===== src/rtl/rx_engine_mfilt.sv =====
// Byte-wide raw Ethernet receive engine with DMAC filtering. It packs accepted
// bytes into 36-bit FIFO words and posts a length/status entry for each frame.
module rx_engine_mfilt #(
  parameter int NUM_FILT  = 4,
  parameter int LEN_W     = 14,
  parameter int MAX_STD   = 1522,
  parameter int MAX_JUMBO = 9022,
  parameter int MIN_LEN   = 64,
  parameter int CNT_W     = 16
) (
  input  logic                   clk,
  input  logic                   reset_n,
  input  logic                   promiscuous,
  input  logic                   accept_mcast,
  input  logic                   jumboframes,
  input  logic [48*NUM_FILT-1:0] filt_addr,
  input  logic [NUM_FILT-1:0]    filt_en,
  input  logic [7:0]             rx_din,
  input  logic                   rx_dv,
  input  logic                   rx_er,
  output logic                   crc_init,
  output logic [7:0]             crc_data,
  input  logic                   crc_good,
  output logic [35:0]            rxff_din,
  output logic                   rxff_we,
  input  logic                   rxff_almost_full,
  output logic [LEN_W+2:0]       rfq_din,
  output logic                   rfq_we,
  input  logic                   rfq_ready,
  output logic [31:0]            rx_count,
  output logic [CNT_W-1:0]       drop_err,
  output logic [CNT_W-1:0]       drop_filt,
  output logic [CNT_W-1:0]       drop_ovf
);

  typedef enum logic [2:0] {IDLE, PREAMBLE, DMAC, DMAC_CHK, DATA, DROP} state_t;

  // count includes the two pad bytes, so limits are offset by the pad slot
  localparam logic [LEN_W-1:0] STD_CNT   = LEN_W'(MAX_STD + 1);
  localparam logic [LEN_W-1:0] JUMBO_CNT = LEN_W'(MAX_JUMBO + 1);
  localparam logic [LEN_W-1:0] MIN_CNT   = LEN_W'(MIN_LEN + 2);

  state_t            state, nxt;
  logic [47:0]       dmac;
  logic [LEN_W-1:0]  count;
  logic [7:0]        hold;
  logic [1:0]        lane;
  logic [35:0]       acc;
  logic [35:0]       packed_word;
  logic              pend;
  logic              f_mcast, f_bcast, f_hit;

  logic              in_frame, is_bcast, is_ig, uni_hit, filt_ok;
  logic [LEN_W-1:0]  lim;
  logic              commit, commit_eof, load, start, shift_dmac, latch_flags;
  logic              close, accept, inc_err, inc_filt, inc_ovf;
  logic [7:0]        load_byte;

  assign crc_init = (state == PREAMBLE);
  assign crc_data = rx_din;

  assign is_bcast = &dmac;
  assign is_ig    = dmac[40];
  assign filt_ok  = promiscuous | is_bcast | (accept_mcast & is_ig) | uni_hit;
  assign lim      = jumboframes ? JUMBO_CNT : STD_CNT;
  assign in_frame = (state == PREAMBLE) || (state == DMAC) ||
                    (state == DMAC_CHK) || (state == DATA);

  always_comb begin
    uni_hit = 1'b0;
    for (int unsigned i = 0; i < NUM_FILT; i++)
      if (filt_en[i] && (filt_addr[48*i +: 48] == dmac)) uni_hit = 1'b1;
  end

  // Each byte is held one cycle before entering a lane, so its eof bit is
  // known when it is placed; a drop marks the held byte as the final one.
  always_comb begin
    nxt         = state;
    commit      = 1'b0;
    commit_eof  = 1'b0;
    load        = 1'b0;
    load_byte   = rx_din;
    start       = 1'b0;
    shift_dmac  = 1'b0;
    latch_flags = 1'b0;
    close       = 1'b0;
    accept      = 1'b0;
    inc_err     = 1'b0;
    inc_filt    = 1'b0;
    inc_ovf     = 1'b0;
    if (in_frame) begin
      if (!rx_dv) begin
        close      = 1'b1;
        commit     = 1'b1;
        commit_eof = 1'b1;
        nxt        = IDLE;
        if ((state == DATA) && (count >= MIN_CNT) && crc_good) accept  = 1'b1;
        else                                                   inc_err = 1'b1;
      end else if (rx_er || rxff_almost_full) begin
        close      = 1'b1;
        commit     = 1'b1;
        commit_eof = 1'b1;
        nxt        = DROP;
        inc_err    = rx_er;
        inc_ovf    = ~rx_er;
      end else begin
        case (state)
          PREAMBLE: if (rx_din == 8'hD5) begin
            commit    = 1'b1;
            load      = 1'b1;
            load_byte = 8'h00;
            nxt       = DMAC;
          end
          DMAC: begin
            commit     = 1'b1;
            load       = 1'b1;
            shift_dmac = 1'b1;
            if (count == LEN_W'(7)) nxt = DMAC_CHK;
          end
          DMAC_CHK: begin
            commit = 1'b1;
            if (!filt_ok) begin
              close      = 1'b1;
              commit_eof = 1'b1;
              inc_filt   = 1'b1;
              nxt        = DROP;
            end else begin
              load        = 1'b1;
              latch_flags = 1'b1;
              nxt         = DATA;
            end
          end
          default: begin
            commit = 1'b1;
            if (count > lim) begin
              close      = 1'b1;
              commit_eof = 1'b1;
              inc_err    = 1'b1;
              nxt        = DROP;
            end else begin
              load = 1'b1;
            end
          end
        endcase
      end
    end else if (state == IDLE) begin
      if (rx_dv) begin
        if ((rx_din == 8'h55) && rfq_ready && !pend && !rxff_almost_full) begin
          start     = 1'b1;
          load      = 1'b1;
          load_byte = 8'h00;
          nxt       = PREAMBLE;
        end else begin
          inc_ovf = (rx_din == 8'h55);
          nxt     = DROP;
        end
      end
    end else if (!rx_dv) begin
      nxt = IDLE;
    end
  end

  always_comb begin
    packed_word = acc;
    case (lane)
      2'd0:    packed_word[35:27] = {commit_eof, hold};
      2'd1:    packed_word[26:18] = {commit_eof, hold};
      2'd2:    packed_word[17:9]  = {commit_eof, hold};
      default: packed_word[8:0]   = {commit_eof, hold};
    endcase
  end

  always_ff @(posedge clk or negedge reset_n) begin
    if (!reset_n) begin
      state     <= IDLE;
      dmac      <= '0;
      count     <= '0;
      hold      <= '0;
      lane      <= '0;
      acc       <= '0;
      pend      <= 1'b0;
      f_mcast   <= 1'b0;
      f_bcast   <= 1'b0;
      f_hit     <= 1'b0;
      rxff_din  <= '0;
      rxff_we   <= 1'b0;
      rfq_din   <= '0;
      rfq_we    <= 1'b0;
      rx_count  <= '0;
      drop_err  <= '0;
      drop_filt <= '0;
      drop_ovf  <= '0;
    end else begin
      state   <= nxt;
      rxff_we <= 1'b0;
      rfq_we  <= 1'b0;
      if (load) begin
        hold  <= load_byte;
        count <= start ? LEN_W'(1) : count + LEN_W'(1);
      end
      if (shift_dmac) dmac <= {dmac[39:0], rx_din};
      if (latch_flags) begin
        f_mcast <= is_ig & ~is_bcast;
        f_bcast <= is_bcast;
        f_hit   <= uni_hit;
      end
      if (commit) begin
        if (commit_eof || (lane == 2'd3)) begin
          rxff_din <= packed_word;
          rxff_we  <= 1'b1;
          acc      <= '0;
          lane     <= '0;
        end else begin
          acc  <= packed_word;
          lane <= lane + 2'd1;
        end
      end
      if (pend && rfq_ready) begin
        rfq_we <= 1'b1;
        pend   <= 1'b0;
      end
      if (close) begin
        pend    <= 1'b1;
        rfq_din <= accept ? {f_mcast, f_bcast, f_hit, count - LEN_W'(6)} : '0;
      end
      if (accept && (rx_count != '1)) rx_count <= rx_count + 32'd1;
      if (inc_err && (drop_err != '1))   drop_err  <= drop_err + CNT_W'(1);
      if (inc_filt && (drop_filt != '1)) drop_filt <= drop_filt + CNT_W'(1);
      if (inc_ovf && (drop_ovf != '1))   drop_ovf  <= drop_ovf + CNT_W'(1);
    end
  end

endmodule


===== config.mk =====
export PLATFORM = sky130hd
export DESIGN_NAME = rx_engine_mfilt
export DESIGN_NICKNAME = d
export VERILOG_FILES = /design/src/rtl/rx_engine_mfilt.sv
export SDC_FILE = /design/constraint.sdc
export NUM_CORES = 1
export LEC_CHECK = 0
export ABC_AREA = 1
export BUFFER_PORTS_ARGS = -buffer_cell sky130_fd_sc_hd__buf_2
export CORE_MARGIN = 8
export CORE_UTILIZATION = 35
export CTS_CLUSTER_DIAMETER = 200
export CTS_CLUSTER_SIZE = 28
export DETAILED_ROUTE_END_ITERATION = 8
export GPL_TIMING_DRIVEN = 0
export PLACE_DENSITY = 0.62
export REMOVE_ABC_BUFFERS = 1
export SYNTH_ARGS = -nofsm -noshare
export SYNTH_HDL_FRONTEND = slang
export SYNTH_SLANG_ARGS = --single-unit

===== constraint.sdc =====
create_clock -name clk -period 2.85 [get_ports clk]
set_input_delay 0.1425 -clock clk [delete_from_list [all_inputs] [get_ports clk]]
set_output_delay 0.1425 -clock clk [all_outputs]
set_load 0.1 [all_outputs]

==> report_table.html <==
<table>
<tr><th>Metric</th><th>Value</th></tr>
<tr><th colspan="2">Run status</th></tr>
<tr><td>Run status</td><td>completed</td></tr>
<tr><th colspan="2">Floorplanning</th></tr>
<tr><td>Initial core utilization</td><td>0.353</td></tr>
<tr><td>Area enclosed by the die boundary</td><td>0.0503 mm²</td></tr>
<tr><td>Vert. Die Dim</td><td>224 µm</td></tr>
<tr><td>Cell row count</td><td>76</td></tr>
<tr><td>Core area</td><td>between 0.04 and 0.05 mm²</td></tr>
<tr><td>Ports</td><td>between 300 and 400</td></tr>
<tr><td>Horizontal die dimension</td><td>around 220 µm</td></tr>
<tr><th colspan="2">Setup path</th></tr>
<tr><td>Critical path required time</td><td>approximately 3.2 ns</td></tr>
<tr><td>Worst EP arrival</td><td>3.09 ns</td></tr>
<tr><td>Crit Path Category</td><td>register to register</td></tr>
<tr><td>CP startpoint kind</td><td>register</td></tr>
<tr><td>Endpoint of the most critical register-to-register path</td><td>rxff_din[21]</td></tr>
<tr><td>Slowest Stage Delay on Critical Path</td><td>0.53 ns</td></tr>
<tr><td>FF-to-FF setup slack</td><td>0.13 ns</td></tr>
<tr><td>Cells along the critical path</td><td>inv_1, nand2_1, nand2_1, nor2_1, nand2_1, nor2_1, nand2_1, nor2_1, nand2_1, nand2_2, nor2_4, nand3_2, nand2_4, nand2_8, a21oi_4, clkbuf_16, buf_16, nand2_1, o21ai_1</td></tr>
<tr><td>Cell occurring most often along the worst timing path</td><td>nand2_1</td></tr>
<tr><td>Slowest stage cell on the critical path</td><td>dfrtp_2</td></tr>
<tr><td>Maximum fanout encountered on the critical timing path</td><td>17</td></tr>
<tr><td>Critical R2R Launch</td><td>dmac[35]</td></tr>
<tr><td>CP Capture Type</td><td>register</td></tr>
<tr><td>Worst Reg-to-Reg Cells</td><td>19</td></tr>
<tr><th colspan="2">Timing</th></tr>
<tr><td>Final-report setup violation count</td><td>0</td></tr>
<tr><td>Max Slew Vio Count</td><td>0</td></tr>
<tr><td>Portion of the clock cycle consumed by the worst path in the final layout</td><td>0.954</td></tr>
<tr><td>Worst max-slew margin expressed relative to the limit</td><td>0.390</td></tr>
<tr><td>Highest Clock Rate</td><td>0.368 GHz</td></tr>
<tr><td>Fin Hold WS</td><td>0.0311 ns</td></tr>
<tr><td>Post-Route Skew</td><td>0.0366 ns</td></tr>
<tr><td>Final critical path time including I/O delays and setup</td><td>between 2 and 3 ns</td></tr>
<tr><td>Final hold viol count</td><td>0</td></tr>
<tr><td>Transition at the pin with the smallest max-transition slack</td><td>0.915 ns</td></tr>
<tr><td>RSZ-0062 raised after global routing</td><td>false</td></tr>
<tr><th colspan="2">Worst hold path</th></tr>
<tr><td>Worst min-delay path endpoint</td><td>dmac[5]</td></tr>
<tr><td>Launch instance of the worst min-delay path</td><td>rx_din[5]</td></tr>
<tr><td>Worst Hold Depth</td><td>3</td></tr>
<tr><td>Hold/Removal Path Class</td><td>primary input to register</td></tr>
<tr><th colspan="2">Synth</th></tr>
<tr><td>Share of synthesized cell area in full adder, half adder and majority cells</td><td>0.0148</td></tr>
<tr><td>Syn Std Cell Area</td><td>approximately 0.015 mm²</td></tr>
<tr><td>Post-synth EDFFs</td><td>0</td></tr>
<tr><td>Async S/R FF share, synth</td><td>1.00</td></tr>
<tr><td>Avg Synthesized Cell Area</td><td>6.91 µm²</td></tr>
<tr><td>Cell variety after synth</td><td>43</td></tr>
<tr><td>Count of synthesis-stage warnings from yosys</td><td>0</td></tr>
<tr><td>Synth top area share</td><td>0.412</td></tr>
<tr><td>Post-Synth Simple-Gate Area</td><td>0.296</td></tr>
<tr><td>Share of the yosys chip area belonging to registers</td><td>0.412</td></tr>
<tr><td>Register bit total from synthesis</td><td>250</td></tr>
<tr><td>Main synth FF type</td><td>dfrtp_1</td></tr>
<tr><td>Share of the synthesized area in compound gates (AO/OA/AOI/OAI)</td><td>0.100</td></tr>
<tr><td>Synth Area in XOR/XNOR</td><td>0.0617</td></tr>
<tr><td>Synthesized netlist cell count</td><td>approximately 2200</td></tr>
<tr><td>Dominant cells by area after synthesis</td><td>dfrtp_1, nand2_1, inv_1</td></tr>
<tr><td>Combinational family with the most area after synthesis</td><td>simple AND/OR/NAND/NOR gates</td></tr>
<tr><td>Leading area contributor after synthesis</td><td>dfrtp_1</td></tr>
<tr><td>Post-synthesis mux area share</td><td>0.000741</td></tr>
<tr><th colspan="2">Pwr</th></tr>
<tr><td>Switching pwr</td><td>8.24 mW</td></tr>
<tr><td>Switching part of the total</td><td>0.538</td></tr>
<tr><td>Internal Power</td><td>7.08 mW</td></tr>
<tr><td>Sequential group share of total power</td><td>0.328</td></tr>
<tr><td>Static power due to leakage</td><td>9.72 nW</td></tr>
<tr><td>Largest voltage drop on the vdd net</td><td>approximately 0.83 mV</td></tr>
<tr><td>Share of total power in the clock network</td><td>0.133</td></tr>
<tr><td>Combinational share of power</td><td>0.539</td></tr>
<tr><td>Power per standard cell area</td><td>826 mW/mm²</td></tr>
<tr><th colspan="2">Routing</th></tr>
<tr><td>DRC marker count from the first detailed-route iteration</td><td>1159</td></tr>
<tr><td>Post-detailed-route via-to-cell ratio</td><td>4.81</td></tr>
<tr><td>Wire length on met1</td><td>26000 µm</td></tr>
<tr><td>DR pass1 iterations</td><td>5</td></tr>
<tr><td>Top routing layer in use</td><td>met5</td></tr>
<tr><td>Total number of vias</td><td>between 15000 and 20000</td></tr>
<tr><td>WL/cell</td><td>18.4 µm</td></tr>
<tr><td>Total DRC errors in the routed layout</td><td>0</td></tr>
<tr><td>Overall routed net length</td><td>57800 µm</td></tr>
<tr><td>Met2 routed WL</td><td>26200 µm</td></tr>
<tr><td>Routed wire length on met3</td><td>3860 µm</td></tr>
<tr><td>Post-detailed-route count of antenna-violating nets</td><td>0</td></tr>
<tr><th colspan="2">GRT</th></tr>
<tr><td>Initial antenna violation count</td><td>3</td></tr>
<tr><td>Gr ovfl total</td><td>0</td></tr>
<tr><td>Vias in the first global route</td><td>14800</td></tr>
<tr><td>First-pass GRT wire length</td><td>87500 µm</td></tr>
<tr><td>Pin count of the biggest net entering global routing</td><td>101</td></tr>
<tr><td>Total routing resource utilization after global routing</td><td>0.221</td></tr>
<tr><th colspan="2">Clocking</th></tr>
<tr><td>Max Buffers Root-to-Sink</td><td>3</td></tr>
<tr><td>Number of buffers created by CTS</td><td>12</td></tr>
<tr><td>Cell at the root of the clock tree</td><td>clkbuf_16</td></tr>
<tr><td>Worst-skew pair later-pin latency</td><td>0.51 ns</td></tr>
<tr><td>Maximum level of the CTS H-tree</td><td>1</td></tr>
<tr><td>TritonCTS clock tree</td><td>yes</td></tr>
<tr><td>Clock sink count</td><td>250</td></tr>
<tr><td>Clock slew at reported path FFs</td><td>0.13 ns</td></tr>
<tr><th colspan="2">Placed design</th></tr>
<tr><td>RD Place Congestion</td><td>0.943</td></tr>
<tr><td>Total placed instance area</td><td>0.0175 mm²</td></tr>
<tr><td>Final HPWL DP</td><td>45100 µm</td></tr>
<tr><td>Number of port buffers</td><td>357</td></tr>
<tr><th colspan="2">Layout</th></tr>
<tr><td>Cell area after layout</td><td>0.0185 mm²</td></tr>
<tr><td>Share of layout cells above drive strength 1</td><td>0.210</td></tr>
<tr><td>Area added between synthesis and finish</td><td>22.1%</td></tr>
<tr><td>Number of nets in the final layout</td><td>about 2800</td></tr>
<tr><th colspan="2">Job</th></tr>
<tr><td>Number of max-cap violations</td><td>0</td></tr>
</table>
## critical path: cells and delay by family, from the launching register on
kind                   cells  cell delay [ns]
AND/OR/NAND/NOR           14             1.38
AO/OA/AOI/OAI              2             0.16
flip-flops                 1             0.53
buffers and inverters      3             0.49
## per-layer routing
layer | vias to the layer above | global-route usage
li1 | 7515 | -
met3 | 83 | 0.0384
met2 | 499 | 0.353
met4 | 4 | 0.0646
met1 | 7050 | 0.304
met5 | - | 0
## power groups by stage
| stage | combinational (mW) | clock (mW) | sequential (mW) |
|---|---|---|---|
| floorplan | 2.63 | 0 | 7.99 |
| detailed placement | 7.61 | 0 | 5.09 |
| global placement | 7.39 | 0 | 5.06 |
| finish | 8.26 | 2.03 | 5.02 |
| global route | 8.87 | 2.23 | 5.13 |
| CTS | 7.84 | 2.13 | 5.02 |
## cells in the mapped netlist (2+ instances only)
cell      count
a21oi_1      26
a22o_1        3
buf_1         3
buf_2        29
buf_4        12
clkbuf_1     20
dfrtp_1     250
ha_1         18
inv_1       352
inv_2        21
nand2_1     708
nand2_2       4
nand3_1      50
nand4_1      45
nor2_1      218
nor2_2        8
nor3_1       41
nor3_2        3
nor3b_1       4
nor4_1       10
nor4_2        2
o21ai_0     152
o21ai_1      58
o22ai_1      36
o31ai_1       3
xnor2_1      46
xor2_1       61
## cell type report
type,count,area [µm²]
Antenna cell,2,5.00
Clock buffer,14,339
Fill cell,4566,24400
Inverter,374,1430
Multi-Input combinational cell,1513,7360
Sequential cell,250,6310
Tap cell,585,732
Timing Repair Buffer,411,2370
## through the flow
| stage | instances | power, mW | util | setup slack [ns] | setup TNS, ns |
|---|---|---|---|---|---|
| 2_1_floorplan | 2133 | 10.6 | - | -1.79 | -115.17 |
| 3_5_place_dp | 3079 | 12.7 | 0.407 | -1.12 | -63.72 |
| 4_1_cts | 3126 | 15.0 | 0.425 | 0.00407 | 0 |
| 5_1_grt | 3148 | 16.2 | 0.431 | 0.00744 | 0 |
| 3_3_place_gp | 3075 | 12.4 | 0.404 | -3.15 | -894.38 |
| 6_report | 3149 | 15.3 | 0.431 | 0.132 | 0 |
## registers in the layout, summed over array words and instances, names as in the netlist
register / cells
count: 14
rxff_din: 36
drop_filt: 16
f_hit: 1
pend: 1
f_bcast: 1
f_mcast: 1
lane: 2
hold: 8
state: 3
rx_count: 32
acc: 36
rxff_we: 1
drop_ovf: 16
rfq_we: 1
rfq_din: 17
drop_err: 16
dmac: 48
## cell usage in the layout (no fill, tap or decap), types with 6 or more instances in the layout
cell type	synthesis	routed
nor2_1	218	210
nand3_1	50	48
nand2_4	1	6
xnor2_1	46	46
nor4_1	10	9
inv_2	21	28
clkbuf_16	0	15
ha_1	18	17
dfrtp_1	250	210
xor2_1	61	61
buf_2	29	356
o21ai_0	152	151
dfrtp_2	0	40
inv_1	352	340
a21oi_1	26	26
o22ai_1	36	36
o21ai_1	58	59
nor3_1	41	40
nand2_2	4	6
nand4_1	45	45
nor2_2	8	14
nand2_1	708	702
buf_4	12	36
dlygate4sd3_1	0	8
## cell families (layout without fill, tap and decap cells)
| group | after synthesis | count (layout) |
|---|---|---|
| XOR/XNOR | 107 | 107 |
| flip-flops | 250 | 250 |
| buffers and inverters | 440 | 799 |
| AND/OR/NAND/NOR | 1098 | 1101 |
| AO/OA/AOI/OAI | 285 | 286 |
| other | 0 | 2 |
| adder cells (fa/ha/maj) | 18 | 18 |
| multiplexers | 1 | 1 |
## what timing repair did
| action | in CTS | in global routing |
|---|---|---|
| endpoints found under the hold margin | 76 | 0 |
| pin swaps | 3 | 6 |
| setup endpoints to repair | 118 | 108 |
| resized for setup | 60 | 26 |
| hold buffers | 8 | 0 |
| buffers inserted | 22 | 18 |
| gates cloned | 3 | 3 |
## how the worst max path moves through the flow
| stage | start | endpoint | slack [ns] | cells after the start |
|---|---|---|---|---|
| after floorplan | state[2] | acc[17] | -1.79 | 6 |
| after global placement | reset_n | dmac[30] | -3.15 | 1 |
| final | dmac[35] | rxff_din[21] | 0.13 | 19 |
| after CTS | dmac[36] | rxff_din[9] | 0.004 | 19 |
| after global routing | dmac[36] | drop_filt[9] | 0.007 | 16 |
| after detailed placement | dmac[40] | lane[1] | -1.12 | 16 |
No activity file was read; power rests on OpenSTA's default activity.
